$ cat src/rtl/alu_op_sequencer.sv
// Sequences the shared ALU: one-hot op select, latency wait, result capture.
// Supports single-step issue and auto-run with a fixed dwell between ops.
module alu_op_sequencer #(
  parameter int NUM_OPS      = 9,
  parameter int ALU_LATENCY  = 1,
  parameter int DWELL_CYCLES = 25000000
) (
  input  logic        clk,
  input  logic        async_reset,
  input  logic        i_step,
  input  logic        i_run,
  input  logic        i_clear,
  input  logic [3:0]  i_left,
  input  logic [3:0]  i_right,
  input  logic        i_negative,
  output logic [15:0] o_selector,
  output logic [3:0]  o_op_index,
  output logic [3:0]  o_left,
  output logic [3:0]  o_right,
  output logic        o_negative,
  output logic        o_valid,
  output logic        o_busy,
  output logic        o_running
);

  localparam logic [2:0] S_IDLE    = 3'd0;
  localparam logic [2:0] S_ISSUE   = 3'd1;
  localparam logic [2:0] S_WAIT    = 3'd2;
  localparam logic [2:0] S_CAPTURE = 3'd3;
  localparam logic [2:0] S_DWELL   = 3'd4;

  localparam int DW =
    (DWELL_CYCLES > 1) ? $clog2(DWELL_CYCLES) : 1;
  localparam logic [DW-1:0] DWELL_LAST =
    DW'(DWELL_CYCLES - 1);
  localparam logic [3:0] LAST_OP = 4'(NUM_OPS - 1);
  localparam logic [3:0] LAT     = 4'(ALU_LATENCY);

  logic [2:0]    state;
  logic          issued;
  logic [3:0]    wait_cnt;
  logic [DW-1:0] dwell_cnt;
  logic [3:0]    next_idx;
  logic          run_nxt;

  always_comb begin
    next_idx = 4'd0;
    if (issued && (o_op_index != LAST_OP))
      next_idx = o_op_index + 4'd1;
    run_nxt = o_running ^ i_run;
  end

  always_ff @(posedge clk or posedge async_reset) begin
    if (async_reset) begin
      state      <= S_IDLE;
      issued     <= 1'b0;
      wait_cnt   <= '0;
      dwell_cnt  <= '0;
      o_selector <= '0;
      o_op_index <= '0;
      o_left     <= '0;
      o_right    <= '0;
      o_negative <= 1'b0;
      o_valid    <= 1'b0;
      o_busy     <= 1'b0;
      o_running  <= 1'b0;
    end else begin
      o_valid <= 1'b0;
      if (i_clear) begin
        state      <= S_IDLE;
        issued     <= 1'b0;
        wait_cnt   <= '0;
        dwell_cnt  <= '0;
        o_selector <= '0;
        o_op_index <= '0;
        o_left     <= '0;
        o_right    <= '0;
        o_negative <= 1'b0;
        o_busy     <= 1'b0;
        o_running  <= 1'b0;
      end else begin
        o_running <= run_nxt;
        unique case (state)
          S_IDLE: begin
            if (i_run || (i_step && !o_running))
              state <= S_ISSUE;
          end
          S_ISSUE: begin
            o_op_index <= next_idx;
            o_selector <= 16'h0001 << next_idx;
            issued     <= 1'b1;
            o_busy     <= 1'b1;
            wait_cnt   <= LAT;
            state      <= S_WAIT;
          end
          S_WAIT: begin
            if (wait_cnt == 4'd0)
              state <= S_CAPTURE;
            else
              wait_cnt <= wait_cnt - 4'd1;
          end
          S_CAPTURE: begin
            o_left     <= i_left;
            o_right    <= i_right;
            o_negative <= i_negative;
            o_valid    <= 1'b1;
            o_busy     <= 1'b0;
            dwell_cnt  <= '0;
            // run toggles seen this cycle decide the follow-on state
            state <= run_nxt ? S_DWELL : S_IDLE;
          end
          S_DWELL: begin
            if (i_run) begin
              state     <= S_IDLE;
              dwell_cnt <= '0;
            end else if (dwell_cnt == DWELL_LAST) begin
              state     <= S_ISSUE;
              dwell_cnt <= '0;
            end else begin
              dwell_cnt <= dwell_cnt + 1'b1;
            end
          end
          default: state <= S_IDLE;
        endcase
      end
    end
  end

endmodule
$ cat config.mk
export PLATFORM = sky130hd
export DESIGN_NAME = alu_op_sequencer
export DESIGN_NICKNAME = d
export VERILOG_FILES = /design/src/rtl/alu_op_sequencer.sv
export SDC_FILE = /design/constraint.sdc
export NUM_CORES = 1
export LEC_CHECK = 0
export ABC_CLOCK_PERIOD_IN_PS = 1700
export BUFFER_PORTS_ARGS = -buffer_cell sky130_fd_sc_hd__buf_2
export CAP_MARGIN = 5
export CORE_MARGIN = 2
export CORE_UTILIZATION = 35
export CTS_BUF_LIST = sky130_fd_sc_hd__clkbuf_16
export DETAILED_ROUTE_END_ITERATION = 10
export GPL_TIMING_DRIVEN = 0
export PLACE_DENSITY = 0.65
export SLEW_MARGIN = 10
export SYNTH_ARGS = -nofsm -noshare
export SYNTH_HDL_FRONTEND = slang
export SYNTH_SLANG_ARGS = --single-unit
$ cat constraint.sdc
create_clock -name clk -period 1.7 [get_ports clk]
set_input_delay 0.085 -clock clk [delete_from_list [all_inputs] [get_ports clk]]
set_output_delay 0.085 -clock clk [all_outputs]
set_load 0.005 [all_outputs]
# Word level (Yosys, flattened, before mapping)
# Cells that the tools add are included.
# word_totals
ff_bits	65
in_bits	14
# classes
add_sub_neg	3
n_eq_ne	10
n_shift	1
muxes	32
n_bitwise	1
reduce_logical	13
# op_table
operator	n
$mux W25	3
$pmux W25 S2	1
$mux W4	9
$mux W16	2
$add A25 B1 Y25 const B	1
$eq A25 B25 Y1 const B	1
$mux W3	6
$shl A1 B4 Y16 const A	1
$pmux W3 S5	1
$ne A3 B3 Y1 const B	3
$reduce_bool A3 Y1	3
$mux W1	8
$ne A4 B4 Y1 const B	2
$pmux W4 S2	1
$eq A3 B2 Y1 const B	2
$add A4 B1 Y4 const B	1
$logic_not A4 Y1	1
$reduce_bool A2 Y1	2
$sub A4 B1 Y4 const B	1
$eq A3 B1 Y1 const B	1
$eq A3 B3 Y1 const B	1
$logic_not A3 Y1	1
$reduce_and A3 Y1	1
$logic_and A1 B1 Y1	2
other kinds (5)	5

# Longest topological paths before layout
# depth
word_depth	6
depth_mapped	8

# Least setup slack after synthesis
# No wires, ideal clock.
# synth_timing
kind	register to register
startpoint	reg dwell_cnt[0]
endpoint	reg dwell_cnt[24]
setup_ps	124
t_arrival_ps	1566
t_required_ps	1576
slack_ps	10
path_stages_with_launch	8
synth_period_minus_slack_ps	1690
cell_sequence	dfrtp_1 -> ha_1 -> and3_1 -> and2_1 -> buf_4 -> nand4_1 -> and3_1 -> a211o_1
# synth_between
elab_chain_cells	5
elab_cells_between_ends	6
# synth_rtl
item	line_no	source
from (decl)	42	logic [DW-1:0] dwell_cnt;
from (signal assigned)	120	dwell_cnt <= dwell_cnt + 1'b1;
$add A25 B1 Y25 / $eq A25 B25 Y1 (equally long branches)	120, 116	
$mux W25 *	116	end else if (dwell_cnt == DWELL_LAST) begin
$mux W25 *	113	if (i_run) begin
$pmux W25 S2 *	83	unique case (state)
$mux W25 *	69	if (i_clear) begin
# Mark *: on every way between the ends. The rest lies on a longest branch, timed or not.
# A chain may end at the register's enable or synchronous reset.

# Worst setup path in the final report
# layout_timing
startpoint	reg state[0]
endpoint	reg dwell_cnt[20]
# layout_between
elab_chain_cells	3
elab_cells_between_ends	5
# layout_rtl
item	line_no	source
from (decl)	39	logic [2:0] state;
from (signal assigned)	110	state <= run_nxt ? S_DWELL : S_IDLE;
$eq A3 B3 Y1 / $eq A3 B2 Y1 (equally long branches)	83	
$pmux W25 S2	83	
$mux W25	69	
# Several ways; a longest one is shown, not always the timed one.

==> reports/metrics.cfg <==
[setup_path]
crit_type = flip-flop to flip-flop
cpLargestDelayFamily = simple AND/OR/NAND/NOR gates
cp.arrival_ns = 2.00
critPathCaptureType = flip-flop
crit_buf_inv = 1
required_ns = 1.96
r2r-end = dwell_cnt[20]
ff2ff_setup_slack_ns = -0.04
cp_slowest_cell = dfrtp_2
crit_chain = nor4_4, nand2_2, a21o_1, buf_6, or4_4, nand3_2
critPathCapture = dwell_cnt[20]
critPathLaunch = state[0]
slowest_delay_ns = 0.44
crit_fanout = 3
cp-start-kind = flip-flop
crit_cells = 6
r2r_cells = 6
regToRegStartpoint = state[0]

[power]
cellLeakagePower_nw = 2.12
power_frac_comb = 0.140
p_int_w = 0.00297
swShare = 0.253
max-vdd-ir-drop_v = 0.000585
power_density_nw_per_um2 = 845
power_frac_clock = 0.439
p_sw_w = 0.00100
p_seq_frac = 0.421

[timing]
slew_violations = 0
clock.fmax_mhz = 575
slew-limit-headroom = 0.528
hold_violations = 0
grt_setup_unrepaired = yes
setup_slack_ns = -0.0400
holdWs_ns = 0.112
post-route-min-period_ns = 1.74
finClkSkew_ns = 0.00747
worst_pin_slew_ns = 0.709
finalSetupViolCount = 3
fin_crit_sh = 1.02

[finish]
drive_gt1_frac = 0.375
antenna_cells = 0
multiInputGateArea_um2 = 1800
regArea_um2 = 1640
layout.cells.non_filler = 566
fill_cells = 816
areaGrowthSynthToFinish_pct = 40.3
fin_util = 0.508
final_nets = 453

[clocking]
cts_buffers = 9
cts_tree = done
cts-root-buf = clkbuf_16
cts_num_sinks = 65
cts_buffer_depth = 2
insertion_delay_ns = 0.33
htree_levels = 3
clkTransAtPathRegs_ns = 0.05

[flow_run]
max-cap-violations = 0

[synth]
syn-num-nets = 354
syn_area_um2 = 3350
syn_avg_cell_area_um2 = 9.99
synthTopCellsByCount = dfrtp_1, nand2_1, nor2_1, o21ai_0, a22o_1
synth_top_cell_area_share = 0.486
yosysUniqueCellTypes = 55
synth-edff-count = 0
synth.most_common_cell = dfrtp_1
syn_inst = 335
yosys_most_used_dff = dfrtp_1
yosys.area.top_type = dfrtp_1
synthTopCellsByArea = dfrtp_1, nand2_1, a22o_1
ys_ff_latch = 65
yosysWarnings = 0
synth-seq-area-share = 0.486
async_flop_share = 1.00

[floorplan]
initial_core_util = 0.362
rows = 35
dieArea_um2 = 10400
core_area_um2 = 9240
die_y_um = 102
chipWidth_um = 102
io-pin-count = 46

[global_route]
grt_first_pass_wirelength_um = 14000
grt_pass1_vias = 2975
grt_usage = 0.173
grt_antenna_before_repair = 0
grt_max_degree = 27
grt_remaining_overflow = 0

[placed_design]
hpwl_um = 5380
io_buffer_count = 45
place_ws_ns = -0.321
gp_congestion = 0.850
placed_cells = 511

[detailed_routing]
ant_nets = 0
drt-initial-drc-count = 266
viasPerCell = 5.46
via_count = 3093
drc = 0
first_pass_iters = 5
wl_per_cell_um = 15.6
wirelength_um = 8840

[run_status]
status = finished with violations
violations = negative setup slack

[min_path]
min-delay-path-class = primary input to flip-flop

==> worst min-delay path, cell delays in order <==
cell and delay [ns]:
buf_2 0.14, xnor2_1 0.10, nor2_1 0.08
==> worst min path at each step <==
| stage | to | slack, ns | startpoint | cells past startpoint |
|---|---|---|---|---|
| after floorplan | dwell_cnt[0] | 0.22 | async_reset | 1 |
| after detailed placement | o_selector[7] | 0.11 | async_reset | 2 |
| after global routing | o_running | 0.14 | i_run | 3 |
| after CTS | o_running | 0.11 | i_run | 3 |
| final | o_running | 0.11 | i_run | 3 |
| after global placement | o_right[2] | 0.30 | i_right[2] | 2 |
==> state kept, by name, summed over array words and instances, names as in the netlist <==
name        count
state           3
o_negative      1
issued          1
o_running       1
wait_cnt        4
o_valid         1
o_busy          1
o_left          4
o_right         4
o_selector     16
dwell_cnt      25
o_op_index      4
==> repair_timing <==
action / in CTS / in global routing
endpoints found under the hold margin: 26 / 0
hold buffers: 10 / 0
pin swaps: 14 / 24
endpoints found under the setup margin: 45 / 42
setup buffers: 19 / 12
resized for setup: 25 / 48
gates cloned: 1 / 1
==> cell families after synthesis <==
group / share of synthesized area
fa+ha+maj: 0.0187
buf+inv: 0.0456
flops: 0.486
compound gates: 0.212
xor+xnor: 0.0157
simple gates: 0.222
==> cell usage in the layout (no fill, tap or decap), types with 5 or more instances in the layout <==
cell,instances
buf_2,51
a31oi_1,15
a41oi_1,5
and3_1,7
buf_4,28
a22o_1,16
o21ai_0,17
nand3_1,12
dfrtp_2,12
nor2_1,20
and2_4,5
dlygate4sd3_1,10
dfrtp_1,53
buf_6,10
inv_1,10
clkbuf_16,9
nand2_1,38
nor3_1,9
a21oi_1,12
==> layer usage <==
| metal | part of all wire | vias to the layer above | global-route usage |
|---|---|---|---|
| met5 | 0 | - | 0 |
| met4 | 0.019 | 0 | 0.0769 |
| met3 | 0.057 | 18 | 0.0400 |
| met2 | 0.51 | 123 | 0.289 |
| met1 | 0.42 | 1508 | 0.212 |
| li1 | - | 1444 | - |
==> power groups by stage <==
stage | sequential, W | combinational, W | clock [W]
CTS | 0.00166 | 0.000500 | 0.00178
detailed placement | 0.00168 | 0.000443 | 0
finish | 0.00167 | 0.000556 | 0.00174
floorplan | 0.00167 | 0.000312 | 0
global route | 0.00168 | 0.000623 | 0.00186
global placement | 0.00168 | 0.000419 | 0
==> area by class of cell <==
| cell class | instances | area share |
|---|---|---|
| buffer | 15 | 0.0266 |
| clock inverter | 5 | 0.0104 |
| clock buffer | 9 | 0.0479 |
| inverter | 11 | 0.00959 |
| timing repair buffer | 90 | 0.138 |
| tap | 129 | 0.0344 |
| multi-input combinational | 242 | 0.384 |
| sequential | 65 | 0.349 |
==> through the flow <==
stage | area (µm²) | setup TNS, ns | total power [W]
global route | 4700 | -0.973 | 0.00415
CTS | 4420 | -0.0784 | 0.00394
detailed placement | 3790 | -7.83 | 0.00212
global placement | 3740 | -6.77 | 0.00210
floorplan | 3350 | 0 | 0.00199
finish | 4700 | -0.0754 | 0.00397
Note: power is estimated with default switching activity, not from simulation.
